### src/rtl/ex_stage_pkg.sv
`default_nettype none
// ============================================================================
// Module  : ex_stage_pkg
// Purpose : Shared constants and types for the execute stage: ALU op codes,
//           forwarding selects and the multiply sequencing states.
// Revision: 1.0 - initial release
// ============================================================================
package ex_stage_pkg;

  // ALU operation codes as delivered by the decode register
  localparam logic [2:0] ALU_AND = 3'b000;
  localparam logic [2:0] ALU_OR  = 3'b001;
  localparam logic [2:0] ALU_ADD = 3'b010;
  localparam logic [2:0] ALU_MUL = 3'b011;
  localparam logic [2:0] ALU_SUB = 3'b110;
  localparam logic [2:0] ALU_SLT = 3'b111;

  // Forwarding selects; 2'b11 falls back to the register-file value
  localparam logic [1:0] FWD_RF  = 2'b00;
  localparam logic [1:0] FWD_MEM = 2'b10;
  localparam logic [1:0] FWD_WB  = 2'b01;

  // Multiply sequencing states
  typedef enum logic [1:0] {
    IDLE = 2'd0,
    MUL  = 2'd1,
    DONE = 2'd2
  } ex_state_t;

endpackage : ex_stage_pkg
`default_nettype wire

### src/rtl/ex_stage_if.sv
`default_nettype none
// ============================================================================
// Module  : ex_stage_if
// Purpose : Bundle of decode-side inputs, forwarding sources and the
//           execute-to-memory register outputs of the execute stage.
// Revision: 1.0 - initial release
// ============================================================================
interface ex_stage_if #(
  parameter int W = 32
);
  // Pipeline control
  logic         enE;
  logic         flushE;
  // Decode register outputs
  logic         RegwriteD;
  logic         MemtoregD;
  logic         MemwriteD;
  logic [2:0]   ALUcontrolD;
  logic         ALUsrcD;
  logic         RegdstD;
  logic [4:0]   rtD;
  logic [4:0]   rdD;
  logic [15:0]  immediateD;
  logic [W-1:0] rdata1D;
  logic [W-1:0] rdata2D;
  // Forwarding
  logic [1:0]   fwdAE;
  logic [1:0]   fwdBE;
  logic [W-1:0] ALUoutM_fwd;
  logic [W-1:0] resultW;
  // Execute register outputs
  logic         RegwriteE;
  logic         MemtoregE;
  logic         MemwriteE;
  logic [W-1:0] ALUoutE;
  logic [W-1:0] writedataE;
  logic [4:0]   writeregE;
  logic         busyE;

  // Upstream / environment side
  modport master (
    output enE, flushE, RegwriteD, MemtoregD, MemwriteD, ALUcontrolD,
           ALUsrcD, RegdstD, rtD, rdD, immediateD, rdata1D, rdata2D,
           fwdAE, fwdBE, ALUoutM_fwd, resultW,
    input  RegwriteE, MemtoregE, MemwriteE, ALUoutE, writedataE,
           writeregE, busyE
  );

  // Execute stage side
  modport slave (
    input  enE, flushE, RegwriteD, MemtoregD, MemwriteD, ALUcontrolD,
           ALUsrcD, RegdstD, rtD, rdD, immediateD, rdata1D, rdata2D,
           fwdAE, fwdBE, ALUoutM_fwd, resultW,
    output RegwriteE, MemtoregE, MemwriteE, ALUoutE, writedataE,
           writeregE, busyE
  );

endinterface : ex_stage_if
`default_nettype wire

### src/rtl/ex_stage_seq_multiplier.sv
`default_nettype none
// ============================================================================
// Module  : seq_multiplier
// Purpose : Iterative shift-add multiplier, one partial product per cycle.
//           The low W bits of the product accumulate in acc and remain stable
//           once the sequence finishes until the next start.
// Revision: 1.0 - initial release
// ============================================================================
module seq_multiplier #(
  parameter int W          = 32,
  parameter int MUL_CYCLES = 32
) (
  input  wire logic         clk,
  input  wire logic         rst,
  input  wire logic         start,
  input  wire logic         flush,
  input  wire logic [W-1:0] multiplicand_in,
  input  wire logic [W-1:0] multiplier_in,
  output logic      [W-1:0] acc,
  output logic              done
);

  // Counter holds 0..MUL_CYCLES-1
  localparam int CW = $clog2(MUL_CYCLES);

  logic [CW-1:0] count;
  logic          running;
  logic [W-1:0]  multiplicand;
  logic [W-1:0]  multiplier;

  // done marks the final iteration; acc is complete after this cycle's edge
  assign done = running && (count == CW'(MUL_CYCLES - 1));

  // Shift-add iteration; bits shifted past W are irrelevant to the low product
  always_ff @(posedge clk) begin
    if (rst) begin
      running      <= 1'b0;
      count        <= '0;
      acc          <= '0;
      multiplicand <= '0;
      multiplier   <= '0;
    end else if (flush) begin
      running <= 1'b0;
      count   <= '0;
    end else if (start) begin
      running      <= 1'b1;
      count        <= '0;
      acc          <= '0;
      multiplicand <= multiplicand_in;
      multiplier   <= multiplier_in;
    end else if (running) begin
      if (multiplier[0]) begin
        acc <= acc + multiplicand;
      end
      multiplicand <= multiplicand << 1;
      multiplier   <= multiplier >> 1;
      if (done) begin
        running <= 1'b0;
        count   <= '0;
      end else begin
        count <= count + CW'(1);
      end
    end
  end

endmodule : seq_multiplier
`default_nettype wire

### src/rtl/ex_stage.sv
`default_nettype none
// ============================================================================
// Module  : ex_stage
// Purpose : MIPS execute stage. Forwarding muxes, ALU, execute-to-memory
//           register, and an iterative multiply that stalls the front end
//           through busyE while it runs.
// Revision: 1.0 - initial release
// ============================================================================
module ex_stage
  import ex_stage_pkg::*;
#(
  parameter int W          = 32,
  parameter int MUL_CYCLES = 32   // must equal W
) (
  input  wire logic  clk,
  input  wire logic  rst,
  ex_stage_if.slave  bus
);

  ex_state_t    state;
  ex_state_t    next_state;
  logic         busy;

  logic [W-1:0] src_a;
  logic [W-1:0] fwd_b;
  logic [W-1:0] src_b;
  logic [W-1:0] imm_ext;
  logic [W-1:0] alu_result;
  logic [4:0]   write_reg;
  logic         is_mul;
  logic         mul_start;
  logic         mul_done;
  logic [W-1:0] mul_acc;

  // Control captured when a multiply is issued; upstream is not re-sampled
  logic         lat_regwrite;
  logic         lat_memtoreg;
  logic         lat_memwrite;
  logic [4:0]   lat_writereg;
  logic [W-1:0] lat_fwd_b;

  assign imm_ext   = {{(W-16){bus.immediateD[15]}}, bus.immediateD};
  assign src_b     = bus.ALUsrcD ? imm_ext : fwd_b;
  assign write_reg = bus.RegdstD ? bus.rdD : bus.rtD;
  assign is_mul    = (bus.ALUcontrolD == ALU_MUL);
  assign mul_start = (state == IDLE) && is_mul && bus.enE && !bus.flushE;
  assign bus.busyE = busy;

  // Forwarding muxes for both operands
  always_comb begin
    case (bus.fwdAE)
      FWD_MEM: src_a = bus.ALUoutM_fwd;
      FWD_WB:  src_a = bus.resultW;
      default: src_a = bus.rdata1D;
    endcase
    case (bus.fwdBE)
      FWD_MEM: fwd_b = bus.ALUoutM_fwd;
      FWD_WB:  fwd_b = bus.resultW;
      default: fwd_b = bus.rdata2D;
    endcase
  end

  // Single-cycle ALU; multiply and reserved codes yield 0 here
  always_comb begin
    case (bus.ALUcontrolD)
      ALU_ADD: alu_result = src_a + src_b;
      ALU_SUB: alu_result = src_a - src_b;
      ALU_AND: alu_result = src_a & src_b;
      ALU_OR:  alu_result = src_a | src_b;
      ALU_SLT: alu_result = {{(W-1){1'b0}}, ($signed(src_a) < $signed(src_b))};
      default: alu_result = '0;
    endcase
  end

  seq_multiplier #(
    .W          (W),
    .MUL_CYCLES (MUL_CYCLES)
  ) u_mul (
    .clk             (clk),
    .rst             (rst),
    .start           (mul_start),
    .flush           (bus.flushE),
    .multiplicand_in (src_a),
    .multiplier_in   (src_b),
    .acc             (mul_acc),
    .done            (mul_done)
  );

  // Multiply sequencing state register
  always_ff @(posedge clk) begin
    if (rst) begin
      state <= IDLE;
    end else begin
      state <= next_state;
    end
  end

  // Next state and stall request; a flush always returns to IDLE
  always_comb begin
    next_state = state;
    busy       = 1'b0;
    case (state)
      IDLE: begin
        busy = is_mul && !bus.flushE;
        if (mul_start) next_state = MUL;
      end
      MUL: begin
        busy = 1'b1;
        if (mul_done) next_state = DONE;
      end
      DONE: begin
        busy = 1'b1;
        if (bus.enE) next_state = IDLE;
      end
      default: next_state = IDLE;
    endcase
    if (bus.flushE) next_state = IDLE;
  end

  // Capture the multiply's control and store data at issue
  always_ff @(posedge clk) begin
    if (rst) begin
      lat_regwrite <= 1'b0;
      lat_memtoreg <= 1'b0;
      lat_memwrite <= 1'b0;
      lat_writereg <= '0;
      lat_fwd_b    <= '0;
    end else if (mul_start) begin
      lat_regwrite <= bus.RegwriteD;
      lat_memtoreg <= bus.MemtoregD;
      lat_memwrite <= bus.MemwriteD;
      lat_writereg <= write_reg;
      lat_fwd_b    <= fwd_b;
    end
  end

  // Execute-to-memory register: reset, flush, multiply sequencing, hold, capture
  always_ff @(posedge clk) begin
    if (rst || bus.flushE || mul_start || (state == MUL)) begin
      bus.RegwriteE  <= 1'b0;
      bus.MemtoregE  <= 1'b0;
      bus.MemwriteE  <= 1'b0;
      bus.ALUoutE    <= '0;
      bus.writedataE <= '0;
      bus.writeregE  <= '0;
    end else if (state == DONE) begin
      if (bus.enE) begin
        bus.RegwriteE  <= lat_regwrite;
        bus.MemtoregE  <= lat_memtoreg;
        bus.MemwriteE  <= lat_memwrite;
        bus.ALUoutE    <= mul_acc;
        bus.writedataE <= lat_fwd_b;
        bus.writeregE  <= lat_writereg;
      end
    end else if (bus.enE) begin
      bus.RegwriteE  <= bus.RegwriteD;
      bus.MemtoregE  <= bus.MemtoregD;
      bus.MemwriteE  <= bus.MemwriteD;
      bus.ALUoutE    <= alu_result;
      bus.writedataE <= fwd_b;
      bus.writeregE  <= write_reg;
    end
  end

endmodule : ex_stage
`default_nettype wire
### src/flat_wrapper.sv
// flat-port wrapper written by rule: the top's interface ports become plain ports
module ex_stage_flat import ex_stage_pkg::*;
#(
  parameter int W          = 32,
  parameter int MUL_CYCLES = 32                  
)
  (clk, rst, bus_enE, bus_flushE, bus_RegwriteD, bus_MemtoregD, bus_MemwriteD, bus_ALUcontrolD, bus_ALUsrcD, bus_RegdstD, bus_rtD, bus_rdD, bus_immediateD, bus_rdata1D, bus_rdata2D, bus_fwdAE, bus_fwdBE, bus_ALUoutM_fwd, bus_resultW, bus_RegwriteE, bus_MemtoregE, bus_MemwriteE, bus_ALUoutE, bus_writedataE, bus_writeregE, bus_busyE);
  ex_stage_if #(.W(W)) bus_i ();
  input  wire logic clk;
  input  wire logic rst;
  input wire logic [$bits(bus_i.enE)-1:0] bus_enE;
  input wire logic [$bits(bus_i.flushE)-1:0] bus_flushE;
  input wire logic [$bits(bus_i.RegwriteD)-1:0] bus_RegwriteD;
  input wire logic [$bits(bus_i.MemtoregD)-1:0] bus_MemtoregD;
  input wire logic [$bits(bus_i.MemwriteD)-1:0] bus_MemwriteD;
  input wire logic [$bits(bus_i.ALUcontrolD)-1:0] bus_ALUcontrolD;
  input wire logic [$bits(bus_i.ALUsrcD)-1:0] bus_ALUsrcD;
  input wire logic [$bits(bus_i.RegdstD)-1:0] bus_RegdstD;
  input wire logic [$bits(bus_i.rtD)-1:0] bus_rtD;
  input wire logic [$bits(bus_i.rdD)-1:0] bus_rdD;
  input wire logic [$bits(bus_i.immediateD)-1:0] bus_immediateD;
  input wire logic [$bits(bus_i.rdata1D)-1:0] bus_rdata1D;
  input wire logic [$bits(bus_i.rdata2D)-1:0] bus_rdata2D;
  input wire logic [$bits(bus_i.fwdAE)-1:0] bus_fwdAE;
  input wire logic [$bits(bus_i.fwdBE)-1:0] bus_fwdBE;
  input wire logic [$bits(bus_i.ALUoutM_fwd)-1:0] bus_ALUoutM_fwd;
  input wire logic [$bits(bus_i.resultW)-1:0] bus_resultW;
  output wire logic [$bits(bus_i.RegwriteE)-1:0] bus_RegwriteE;
  output wire logic [$bits(bus_i.MemtoregE)-1:0] bus_MemtoregE;
  output wire logic [$bits(bus_i.MemwriteE)-1:0] bus_MemwriteE;
  output wire logic [$bits(bus_i.ALUoutE)-1:0] bus_ALUoutE;
  output wire logic [$bits(bus_i.writedataE)-1:0] bus_writedataE;
  output wire logic [$bits(bus_i.writeregE)-1:0] bus_writeregE;
  output wire logic [$bits(bus_i.busyE)-1:0] bus_busyE;
  assign bus_i.enE = bus_enE;
  assign bus_i.flushE = bus_flushE;
  assign bus_i.RegwriteD = bus_RegwriteD;
  assign bus_i.MemtoregD = bus_MemtoregD;
  assign bus_i.MemwriteD = bus_MemwriteD;
  assign bus_i.ALUcontrolD = bus_ALUcontrolD;
  assign bus_i.ALUsrcD = bus_ALUsrcD;
  assign bus_i.RegdstD = bus_RegdstD;
  assign bus_i.rtD = bus_rtD;
  assign bus_i.rdD = bus_rdD;
  assign bus_i.immediateD = bus_immediateD;
  assign bus_i.rdata1D = bus_rdata1D;
  assign bus_i.rdata2D = bus_rdata2D;
  assign bus_i.fwdAE = bus_fwdAE;
  assign bus_i.fwdBE = bus_fwdBE;
  assign bus_i.ALUoutM_fwd = bus_ALUoutM_fwd;
  assign bus_i.resultW = bus_resultW;
  assign bus_RegwriteE = bus_i.RegwriteE;
  assign bus_MemtoregE = bus_i.MemtoregE;
  assign bus_MemwriteE = bus_i.MemwriteE;
  assign bus_ALUoutE = bus_i.ALUoutE;
  assign bus_writedataE = bus_i.writedataE;
  assign bus_writeregE = bus_i.writeregE;
  assign bus_busyE = bus_i.busyE;
  ex_stage #(.W(W), .MUL_CYCLES(MUL_CYCLES)) u_core (.clk(clk), .rst(rst), .bus(bus_i));
endmodule
### config.mk
export PLATFORM = sky130hd
export DESIGN_NAME = ex_stage_flat
export DESIGN_NICKNAME = d
export VERILOG_FILES = /design/src/rtl/ex_stage_pkg.sv /design/src/rtl/ex_stage_if.sv /design/src/rtl/ex_stage_seq_multiplier.sv /design/src/rtl/ex_stage.sv /design/src/flat_wrapper.sv
export SDC_FILE = /design/constraint.sdc
export NUM_CORES = 1
export LEC_CHECK = 0
export CORE_UTILIZATION = 30
export CTS_CLUSTER_SIZE = 8
export DETAILED_ROUTE_END_ITERATION = 8
export SETUP_SLACK_MARGIN = 0.05
export SLEW_MARGIN = 25
export SYNTH_ARGS = -nofsm -noshare
export SYNTH_HDL_FRONTEND = slang
export SYNTH_SLANG_ARGS = --single-unit
### constraint.sdc
create_clock -name clk -period 8.4 [get_ports clk]
set_clock_uncertainty 0.15 [all_clocks]
set_input_delay 2.52 -clock clk [delete_from_list [all_inputs] [get_ports clk]]
set_output_delay 2.52 -clock clk [all_outputs]
set_load 0.02 [all_outputs]
==> run_results.csv <==
group,metric,value,unit
worst_setup_path,cp_data_required_time,8680,ps
worst_setup_path,slowest_delay,770,ps
synth,syn_nets,2620,
clock_tree,ctsResizeCount,0,
sta,worst_pin_slew,997,ps
grt,grt_pass1_vias,17118,
cells_and_area,layoutNonFillerInstCount,3158,
detailed_routing,postRouteWirelength,68.6,mm
sta,setup_ws,918,ps
placed_design,port_buffers,242,
clock_tree,cts_tree,"built",
detailed_routing,vias_per_cell,5.69,
sta,fmax,0.134,GHz
pwr,cellLeakagePower,7.82,nW
detailed_routing,drt-initial-drc-count,1380,
worst_setup_path,r2r_cells,14,
floorplanning,dieArea,56000,sq um
clock_tree,numCtsBuffers,31,
detailed_routing,wl_per_cell,21.7,um
synth,synth_edf_count,0,
sta,fin_tns_setup,0,ps
synth,syn_area_per_cell,7.19,sq um
synth,ys_ff_latch,216,
synth,synth_top_area_share,26.2,%
floorplanning,core_region_area,54100,sq um
pwr,total_power,3.28,mW
hold_path,hp-class,"reg -> reg",
synth,yosys.area_share.simple,21.2,%
synth,synth_top_family_by_area,"compound AO/OA/AOI/OAI gates",
pwr,power_density,160,nW/um^2
clock_tree,root_buffer,"clkbuf_16",
synth,muxShareOfSynthArea,1.21,%
cells_and_area,syn_to_final_growth,24.1,%
worst_setup_path,rr_startpoint,"u_core.u_mul.multiplicand[0]",
detailed_routing,final_antenna_net_count,0,
grt,grt_usage,23.8,%
synth,yosys.area_share.xor_xnor,2.97,%
floorplanning,die_w,237,um
synth,synthDistinctLibCells,74,
clock_tree,path_clk_slew,60,ps
worst_setup_path,timing.rr.end,"u_core.u_mul.acc[30]",
floorplanning,row_count,85,
sta,min_period,7480,ps
worst_setup_path,cpMostUsedCell,"inv_1",
cells_and_area,final_cell_mix,"nor2_1 (297), nand2_1 (285), clkdlybuf4s50_1 (239), a21oi_1 (236), dfxtp_1 (216)",
cells_and_area,final_nets,2779,
detailed_routing,drc,0,
hold_path,hp-start,"u_core.lat_regwrite",
grt,grt_start_max_net_pins,114,
placed_design,placed_cells,3120,
sta,drv_slew,0,
sta,relSlewSlack,31.8,%
detailed_routing,drt_pass1_iterations,5,
worst_setup_path,cp_max_fo,36,
sta,setup-violations-final,0,
synth,synth_fa_ha_area_share,11.7,%
clock_tree,clkSinkCount,216,
synth,synth_ff_type,"dfxtp_1",
cells_and_area,drive_gt1_share,5.00,%
synth,ys_top_cells_by_area,"dfxtp_1 (26%), ha_1 (11%), a21oi_1 (7.2%)",
grt,grt_pass1_wl,104,mm
sta,period_share,89.1,%
sta,rsz0062_at_grt,"false",
placed_design,preCtsSetupSlack,421,ps
run_status,status,"complete, no violations",
clock_tree,htreeDepth,1,
grt,grt_antenna_before_repair,2,
synth,yosysTopAreaCell,"dfxtp_1",
floorplanning,die_y,237,um
worst_setup_path,rrSetupSlack,4720,ps
clock_tree,clockBufferDepth,3,
clock_tree,hold_buffers,0,
cells_and_area,diodes,0,
worst_setup_path,path_cells,"clkdlybuf4s50_1 > inv_1 > ha_2 > buf_4 > nor2_1 > a21oi_1 > inv_1 > ha_1 > o221ai_1 > nor3_1 > o21ai_2 > a311oi_1 > o21ai_0 > xnor2_1 > a221oi_1 > o22ai_1",
floorplanning,initial_core_util,30.5,%
synth,syn_area,16500,sq um
synth,ys_seq_area_share,26.2,%
worst_setup_path,criticalPathCategory,"in -> reg",
worst_setup_path,startpoint,"bus_fwdAE[0]",
detailed_routing,via_count,17954,
synth,ys_warn_count,0,
floorplanning,boundaryPins,243,
synth,synth_compound_area_share,30.2,%
synth,async_flop_share,0,%
synth,synthCells,2298,
cells_and_area,final_common_cell,"nor2_1",
clock_tree,clock_latency,590,ps
sta,hold_viol,0,
worst_setup_path,slowest_stage,"ha_2",
run,cap_violations,0,
worst_setup_path,endpoint,"u_core.bus.ALUoutE[25]",
placed_design,dp.final_hpwl,51.3,mm
worst_setup_path,arrival,7760,ps
worst_setup_path,startpoint_type,"input port",
pwr,worst_ir_drop_vdd,0.000155,V
worst_setup_path,end_kind,"flip-flop",
placed_design,place_congestion,0.945,
grt,grt_overflow,0,
clock_tree,post_cts_buffers,0,
-- through the flow --
step	util (%)	area (sq um)	hold WS, ps
floorplan	-	16500	282
global placement	36.3	19700	288
detailed placement	36.3	19700	301
CTS	37.9	20500	310
global route	37.9	20500	320
finish	37.9	20500	309
-- synth_stat cells (5+ instances only) --
cell and instances:
xnor2_1 44, o22ai_1 25, o31a_1 5, a2111oi_0 6, nor2_1 297, mux2i_1 20
a311oi_1 6, a21o_1 23, o211ai_1 39, nor3_1 36, a211oi_1 96, nand2_1 285
o21ai_0 117, a22oi_1 71, inv_1 112, dfxtp_1 216, o21bai_1 17, or3_1 5
a21oi_1 236, o21a_1 22, o31ai_1 5, clkbuf_1 154, ha_1 149, nor2b_1 38
nand3_1 26, a221oi_1 12, a31oi_1 28, xor2_1 12, nand2b_1 10, and3_1 66
nor4_1 15, o221ai_1 17, buf_1 10
-- report_power, final --
| group | switching, mW | internal (mW) |
|---|---|---|
| clock | 0.486 | 0.670 |
| sequential | 0.0175 | 1.05 |
| combinational | 0.651 | 0.403 |
-- routing by layer --
metal | part of all wire [%] | global-route usage (%) | wire length (um) | vias up
met4 | 2.6 | 6.87 | 1790 | 2
met2 | 45 | 38.2 | 30800 | 761
met1 | 45 | 32.8 | 31100 | 8610
li1 | - | - | - | 8491
met3 | 7.2 | 3.42 | 4960 | 90
met5 | 0.016 | 0 | 11 | -
-- state kept, by name, indices dropped and copies added (netlist names), 2 cells and up --
name,count
u_core.bus.writeregE,5
u_core.u_mul.multiplicand,32
u_core.u_mul.acc,32
u_core.lat_writereg,5
u_core.bus.writedataE,32
u_core.u_mul.multiplier,32
u_core.state,2
u_core.bus.ALUoutE,32
u_core.lat_fwd_b,32
u_core.u_mul.count,5
-- how the worst min path moves through the flow --
stage,end,slack (ps),cells after the start
after global placement,u_core.lat_regwrite,290,2
after CTS,u_core.lat_regwrite,310,2
after global routing,u_core.lat_regwrite,320,2
after floorplan,u_core.lat_memtoreg,280,2
final,u_core.lat_regwrite,310,2
after detailed placement,u_core.lat_regwrite,300,2
-- kinds of logic (layout without fill, tap and decap cells) --
| group | Yosys count | count (layout) |
|---|---|---|
| buf+inv | 284 | 448 |
| xor+xnor | 56 | 56 |
| compound gates | 769 | 769 |
| simple gates | 801 | 801 |
| flops | 216 | 216 |
| fa+ha+maj | 152 | 152 |
| mux | 20 | 20 |
-- worst max-delay path, delay by kind of cell --
kind / cells / cell delay (ps)
compound gates: 7 / 2410
xor+xnor: 1 / 150
fa+ha+maj: 2 / 1320
buf+inv: 4 / 1030
simple gates: 2 / 290
-- layout make-up --
class | instances | area [sq um]
Clock buffer | 37 | 818
Clock inverter | 1 | 20.0
Fill cell | 5581 | 33600
Inverter | 114 | 429
Multi-Input combinational cell | 1798 | 11200
Sequential cell | 216 | 4320
Tap cell | 696 | 871
Timing Repair Buffer | 296 | 2870
Note: power is estimated with default switching activity, not from simulation.
